[src/rtl/hi_lo_registers.sv]
// HI/LO special-purpose register pair for multiply/divide results, read combinationally.
// Optional same-cycle write forwarding is enabled by defining HILO_BYPASS_EN.

module hi_lo_lane #(
  parameter int W = 32
) (
  input  logic         clk_i,
  input  logic         rst_n_i,
  input  logic         we_i,
  input  logic [W-1:0] wd_i,
  output logic [W-1:0] rd_o
);
  logic [W-1:0] data_q, data_d;

  always_comb begin
    data_d = data_q;
    if (we_i) data_d = wd_i;
  end

  always_ff @(posedge clk_i or negedge rst_n_i) begin
    if (!rst_n_i) data_q <= '0;
    else          data_q <= data_d;
  end

`ifdef HILO_BYPASS_EN
  // Forward a pending write; reset wins so X enables during reset cannot leak out.
  always_comb begin
    rd_o = data_q;
    if (!rst_n_i)  rd_o = '0;
    else if (we_i) rd_o = wd_i;
  end
`else
  assign rd_o = data_q;
`endif
endmodule

module hi_lo_registers #(
  parameter int DATA_WIDTH = 32
) (
  input  logic                  Clk,
  input  logic                  Reset,
  input  logic                  HiWriteEnable,
  input  logic                  LoWriteEnable,
  input  logic [DATA_WIDTH-1:0] HiWriteData,
  input  logic [DATA_WIDTH-1:0] LoWriteData,
  output logic [DATA_WIDTH-1:0] HiReadData,
  output logic [DATA_WIDTH-1:0] LoReadData
);
  localparam int NUM_LANES = 2;

  // Lane 1 is HI, lane 0 is LO.
  logic [NUM_LANES-1:0]                 we;
  logic [NUM_LANES-1:0][DATA_WIDTH-1:0] wd;
  logic [NUM_LANES-1:0][DATA_WIDTH-1:0] rd;

  assign we         = {HiWriteEnable, LoWriteEnable};
  assign wd         = {HiWriteData, LoWriteData};
  assign HiReadData = rd[1];
  assign LoReadData = rd[0];

  for (genvar g = 0; g < NUM_LANES; g++) begin : g_lane
    hi_lo_lane #(.W(DATA_WIDTH)) u_lane (
      .clk_i   (Clk),
      .rst_n_i (Reset),
      .we_i    (we[g]),
      .wd_i    (wd[g]),
      .rd_o    (rd[g])
    );
  end
endmodule

[config.mk]
export PLATFORM = sky130hd
export DESIGN_NAME = hi_lo_registers
export DESIGN_NICKNAME = d
export VERILOG_FILES = /design/src/rtl/hi_lo_registers.sv
export SDC_FILE = /design/constraint.sdc
export NUM_CORES = 1
export LEC_CHECK = 0
export ABC_AREA = 1
export CAP_MARGIN = 20
export CORE_MARGIN = 10
export CORE_UTILIZATION = 40
export DETAILED_ROUTE_END_ITERATION = 16
export HOLD_SLACK_MARGIN = 0.08
export MAX_ROUTING_LAYER = met4
export PLACE_DENSITY = 0.81
export SYNTH_ARGS = -nofsm -noshare
export SYNTH_HDL_FRONTEND = slang
export SYNTH_SLANG_ARGS = --single-unit
[constraint.sdc]
create_clock -name Clk -period 0.8 [get_ports Clk]
set_input_delay 0.16 -clock Clk [delete_from_list [all_inputs] [get_ports Clk]]
set_output_delay 0.16 -clock Clk [all_outputs]
set_load 0.02 [all_outputs]
Word-level counts from Yosys, hierarchy flattened
Index checks and enable logic that the tools add are counted.
Widths: inputs -> output; s select.
{"block": "word_totals", "regBits": 64, "wordCells": 2}

Longest topological paths before layout
Gate-level depths: netlist of the first run.
{"block": "depth", "ltp_word": 0, "ltp_mapped": 5, "depth_no_buf": 3}

Modules after synthesis
From an unflattened synthesis of the first run, not the netlist that was laid out.
{"block": "unflattened", "cells_unflattened": 272, "area_unflattened_um2": 2585.0}
{"mod": "hi_lo_lane", "n_inst": 2, "cells_each": 136, "area_each_um2": 1292.5, "seq_area_each_um2": 800.8}

Worst setup path after synthesis of the first run
OpenSTA, ideal clock, no wires.
{"block": "synth_path", "path_type": "register -> register", "startpoint": "reg g_lane[0].u_lane.rd_o[31] (netlist name)", "endpoint": "reg g_lane[0].u_lane.data_q[31]", "setup_time_ps": 117, "t_arrival_ps": 565, "path_slack_ps": 118, "path_stages_with_launch": 3, "path_buffers": 0, "synth_period_minus_slack_ps": 682, "cell_sequence": "dfrtp_1 nand2_2 nand2_1"}
{"item": "end signal, assigned", "line": "22", "source": "else data_q <= data_d;"}
{"item": "end, declared", "line": "13", "source": "logic [W-1:0] data_q, data_d;"}

Final worst setup path of the first run
{"block": "layout_path", "startpoint": "reg g_lane[1].u_lane.data_q[6]", "endpoint": "out HiReadData[6]"}
{"item": "start, declared", "line": "13"}
{"item": "start signal, assigned", "line": "22"}
{"item": "end, declared", "line": "46", "source": "output logic [DATA_WIDTH-1:0] HiReadData,"}
No word-level cell between the ends.

==> flow_summary.ini, run 1 <==
[synthesis]
synth_seq_cells = 64
avgSynthCellArea_um2 = 9.49
async_reset_ff_share_pct = 100
yosysWarnings = 0
synthCells = 272
ys_types = 7
yosys-top-cells-area = dfrtp_1 62%, nand2_1 25%, nand2_2 4.4%
ys_seq_area_share_pct = 62.1
yosysMostFrequentCell = nand2_1
synth_edf_count = 0
synthFlopType = dfrtp_1
synth_fp_nets = 340
synth_top_area_share_pct = 62.1
yosys.area.top_type = dfrtp_1
yosys-top-cells-count = 174 x nand2_1, 64 x dfrtp_1, 18 x nand2_2
syn_area_mm2 = 0.00258

[timing]
finalWorstSetupSlack_ns = -0.250
tightest_slew_ns = 0.194
final_hold_viol_count = 0
rsz0062_at_grt = true
layout_worst_path_cycle_share_pct = 131
slew_violations = 0
final.min_clock_period_ns = 1.05
fmax_mhz = 952
whs_ns = 0.305
maxSlewHeadroom_pct = 87.1
finalSetupViolations = 72
finClkSkew_ns = 0

[global_routing]
grt_max_degree = 37
grt_usage_pct = 17.0
overflow = 0
grt_pass1_wl_um = 13200
grt_pass1_vias = 2530
antenna_found_initial = 0

[outcome]
outcome = complete, but fails checks
violations = negative setup slack

[power_and_ir_drop]
finalPower_uw = 8870
vdd_drop_max_v = 0.00125
p_leak_uw = 0.00243
power_density_mw_per_mm2 = 1920

[place]
hpwl_um = 5840
dpl_cell_area_mm2 = 0.00408
io_buffer_count = 131
place_inst = 497
gp_congestion = 0.789

[die]
core_area_mm2 = 0.00631
die_area_mm2 = 0.0101
die_y_um = 100
core.rowCount = 29
io_pins = 132
die_w_um = 100
floorplan.initialDensity_pct = 40.9

[worst_setup_path]
critPathRequiredTime_ns = 0.64
end_kind = output port
cp.arrival_ns = 0.89
path_max_fanout = 2
critPathKind = register to output port
crit_path_max_incr_delay_ns = 0.41
crit_family = flip-flops
cp_num_buf_inv = 1
critPathLaunchType = register
crit_chain = buf_6
slowest_stage = dfrtp_1

[routing]
wirelength_met1_um = 3590
wl_met2_um = 4270
vias_per_cell = 4.47
wirelength_um = 8580
drt_iter0_markers = 88
wl_met3_um = 648
final_antenna_net_count = 0
wl_per_cell_um = 15.9
drt_pre_antenna_iters = 6
dr_total_vias = 2408
drcViolationCount = 0
top_layer_used = met4

[clock_network]
cts_sinks = 64
cts_buffer_depth = 2
h-tree-depth = 3
cts_buffers = 9
clock_latency_ns = 0.33
cts_root_buffer = clkbuf_8
cts.clk_slew.worst_paths_ns = 0.07
cts_tree = built

[final_layout]
layout-drive-gt1-share_pct = 35.5
area_growth_pct = 78.9
nNetsFinal = 525
design_area_mm2 = 0.00461
stdcell_count = 539
diodes = 0
largest_reg_flops = 64

[worst_hold_path]
worstHoldPathType = input pin to register

[run]
maxCapViolations = 0
-- final timing paths --
path | startpoint | end | slack, ns | cells after the start
hold reg to reg | g_lane[0].u_lane.rd_o[12]$_DFFE_PN0P_ | g_lane[0].u_lane.rd_o[12]$_DFFE_PN0P_ | 0.49 | 2
max in group asynchronous | Reset | g_lane[0].u_lane.rd_o[15]$_DFFE_PN0P_ | 0.23 | 3
hold / removal | LoWriteEnable | g_lane[0].u_lane.rd_o[21]$_DFFE_PN0P_ | 0.31 | 4
setup / recovery | g_lane[1].u_lane.rd_o[6]$_DFFE_PN0P_ | HiReadData[6] | -0.25 | 1
setup reg to reg | g_lane[1].u_lane.rd_o[6]$_DFFE_PN0P_ | g_lane[1].u_lane.rd_o[6]$_DFFE_PN0P_ | -0.08 | 4
min in group asynchronous | Reset | g_lane[1].u_lane.rd_o[5]$_DFFE_PN0P_ | 0.36 | 3
-- metrics by stage --
step / setup WS (ns) / TNS (ns) / util, %
2_1_floorplan: 0.118 / 0 / -
3_3_place_gp: -0.371 / -41.91 / 64.5
3_5_place_dp: -0.400 / -43.34 / 64.5
4_1_cts: -0.268 / -15.61 / 71.2
5_1_grt: -0.285 / -17.59 / 73.1
6_report: -0.250 / -15.15 / 73.1
-- power breakdown --
| group | internal (uW) | leakage, uW | total [uW] | switching (uW) |
|---|---|---|---|---|
| Combinational | 1280 | 0.00155 | 2300 | 1020 |
| Clock | 1600 | 0.000101 | 2830 | 1230 |
| Sequential | 3520 | 0.000779 | 3750 | 222 |
-- cell families (layout without fill, tap and decap cells) --
family | Yosys count | after routing | synth area share, %
buf+inv | 16 | 206 | 8.24
flops | 64 | 64 | 62.1
simple gates | 192 | 192 | 29.7
-- cell usage in the layout, fill, tap and decap left out, types with 2 or more instances in the layout --
| cell type | instances |
|---|---|
| clkinv_2 | 2 |
| buf_6 | 71 |
| dfrtp_1 | 64 |
| buf_12 | 4 |
| nand2_1 | 167 |
| clkbuf_8 | 11 |
| nand2_2 | 25 |
| clkinvlp_4 | 2 |
| inv_12 | 2 |
| clkdlybuf4s50_1 | 64 |
| buf_4 | 45 |
-- layer usage --
| layer | track usage, % | up-vias |
|---|---|---|
| met1 | 19.8 | 1115 |
| li1 | - | 1182 |
| met4 | 4.46 | 0 |
| met5 | - | - |
| met2 | 26.8 | 104 |
| met3 | 6.80 | 7 |
-- cell type report --
class                      instances  area, um2
clock buffer                      11        151
clock inverter                     5       55.1
fill                             440       1700
inverter                           2       32.5
multi-input combinational        192        783
sequential                        64       1600
tap                               77       96.3
timing repair buffer             188       1890
-- timing repair --
item                                    CTS  global route
gates cloned                              0             0
resized for setup                       390            13
endpoints found under the setup margin  119            98
pin swaps                                 4             7
setup buffers                            19            20
hold buffers                              1             0
hold endpoints to repair                 64             0
Note: power is estimated with default switching activity, not from simulation.
==> run 2, diff against run 1 <==
- CELL_PAD_IN_SITES_DETAIL_PLACEMENT: not set -> 2
- CELL_PAD_IN_SITES_GLOBAL_PLACEMENT: not set -> 2
- CORE_UTILIZATION: 40 -> 22
- PLACE_DENSITY: 0.81 -> not set
- PLACE_DENSITY_LB_ADDON: not set -> 0.1
==> flow_summary.ini, run 2 (synthesized netlist as in run 1, its figures left out) <==
[place]
dpl_cell_area_mm2 = 0.00412
hpwl_um = 6890
gp_congestion = 0.688
io_buffer_count = 131

[die]
die_y_um = 128
die_w_um = 128
core_area_mm2 = 0.0115
core.rowCount = 39
floorplan.initialDensity_pct = 22.5
die_area_mm2 = 0.0165
io_pins = 132

[timing]
fin_tns_setup_ns = -14.90
slew_violations = 0
final.min_clock_period_ns = 1.04
finalWorstSetupSlack_ns = -0.238
final_hold_viol_count = 0
whs_ns = 0.352
finalSetupViolations = 82
fmax_mhz = 963
finClkSkew_ns = 0
layout_worst_path_cycle_share_pct = 130
tightest_slew_ns = 0.227
maxSlewHeadroom_pct = 84.9
rsz0062_at_grt = true

[final_layout]
largest_reg_flops = 64
final_common_cell = nand2_1
fillers = 1261
design_area_mm2 = 0.00488
nNetsFinal = 541
layout_common_cells = 169 x nand2_1, 68 x buf_6, 64 x dfrtp_1, 64 x clkdlybuf4s50_1, 63 x buf_4
layout-drive-gt1-share_pct = 36.3
area_growth_pct = 89.3
diodes = 0

[clock_network]
cts_root_buffer = clkbuf_16
cts_buffer_depth = 2
cts_tree = built
h-tree-depth = 3
cts_buffers = 9
cts.clk_slew.worst_paths_ns = 0.05
cts_sinks = 64
clock_latency_ns = 0.33

[power_and_ir_drop]
power_density_mw_per_mm2 = 2000
p_leak_uw = 0.00254
vdd_drop_max_v = 0.00140

[worst_setup_path]
crit_chain = buf_6
cp_num_buf_inv = 1
path_max_fanout = 2
critPathKind = register to output port
end_kind = output port
critPathLaunchType = register
rr_worst_depth = 4
crit_family = flip-flops
slowest_stage = dfrtp_1
path_depth = 1
cp.arrival_ns = 0.88
crit_path_max_incr_delay_ns = 0.40
critPathRequiredTime_ns = 0.64

[outcome]
outcome = complete, but fails checks
violations = negative setup slack

[global_routing]
grt_pass1_vias = 2761
grt_usage_pct = 12.4
overflow = 0
grt_pass1_wl_um = 15100
antenna_found_initial = 0
grt_max_degree = 36

[worst_hold_path]
worstHoldPathType = input pin to async pin

[routing]
drt_iter0_markers = 101
wl_met2_um = 4870
wirelength_met1_um = 3950
drt_pre_antenna_iters = 3
wl_met3_um = 994
vias_per_cell = 4.07
wl_per_cell_um = 16.0
final_antenna_net_count = 0
drcViolationCount = 0
top_layer_used = met4
wirelength_um = 9920
dr_total_vias = 2526

[run]
maxCapViolations = 0
run 2: worst paths after layout:
check / from / to / slack, ns
worst max-delay path: g_lane[0].u_lane.rd_o[7]$_DFFE_PN0P_ / LoReadData[7] / -0.24
worst min-delay path: Reset / g_lane[1].u_lane.rd_o[8]$_DFFE_PN0P_ / 0.35
worst max register to register: g_lane[1].u_lane.rd_o[6]$_DFFE_PN0P_ / g_lane[1].u_lane.rd_o[6]$_DFFE_PN0P_ / -0.07
worst min register to register: g_lane[1].u_lane.rd_o[11]$_DFFE_PN0P_ / g_lane[1].u_lane.rd_o[11]$_DFFE_PN0P_ / 0.49
max in group asynchronous: Reset / g_lane[0].u_lane.rd_o[18]$_DFFE_PN0P_ / 0.24
min in group Clk: LoWriteData[14] / g_lane[0].u_lane.rd_o[14]$_DFFE_PN0P_ / 0.36
run 2: what timing repair did:
action                                  in CTS  in global routing
resized for setup                          392                  7
gates cloned                                 1                  0
buffers inserted                            20                 31
endpoints found under the hold margin       64                  0
hold buffers                                 1                  0
endpoints found under the setup margin     117                 64
pin swaps                                    6                  2
run 2: metal layers:
layer  global-route usage (%)  vias up
met3                     7.53       10
met2                     18.4       81
met4                     3.77        0
met5                        -        -
li1                         -     1210
met1                     13.4     1225
run 2: where the power goes:
part	internal, uW	switching, uW	leakage, uW	total, uW
Combinational	1370	1040	0.00163	2410
Sequential	3530	211	0.000779	3740
Clock	2250	1360	0.000130	3610
run 2: final cells by class:
cell class,instances,area [um2],share of cell area [%]
Multi-Input combinational cell,192,778,15.9
Timing Repair Buffer,204,2020,41.5
Inverter,2,32.5,0.666
Sequential cell,64,1600,32.8
Clock buffer,15,268,5.48
Tap cell,143,179,3.66
run 2: metrics by stage:
step	util, %	power, uW	setup WS, ns	instances
after floorplan	-	4540	0.118	272
after global placement	35.9	5760	-0.377	558
after detailed placement	35.9	5800	-0.421	558
after CTS	40.4	9750	-0.258	589
after global routing	42.6	10300	-0.281	620
final	42.6	9770	-0.238	620
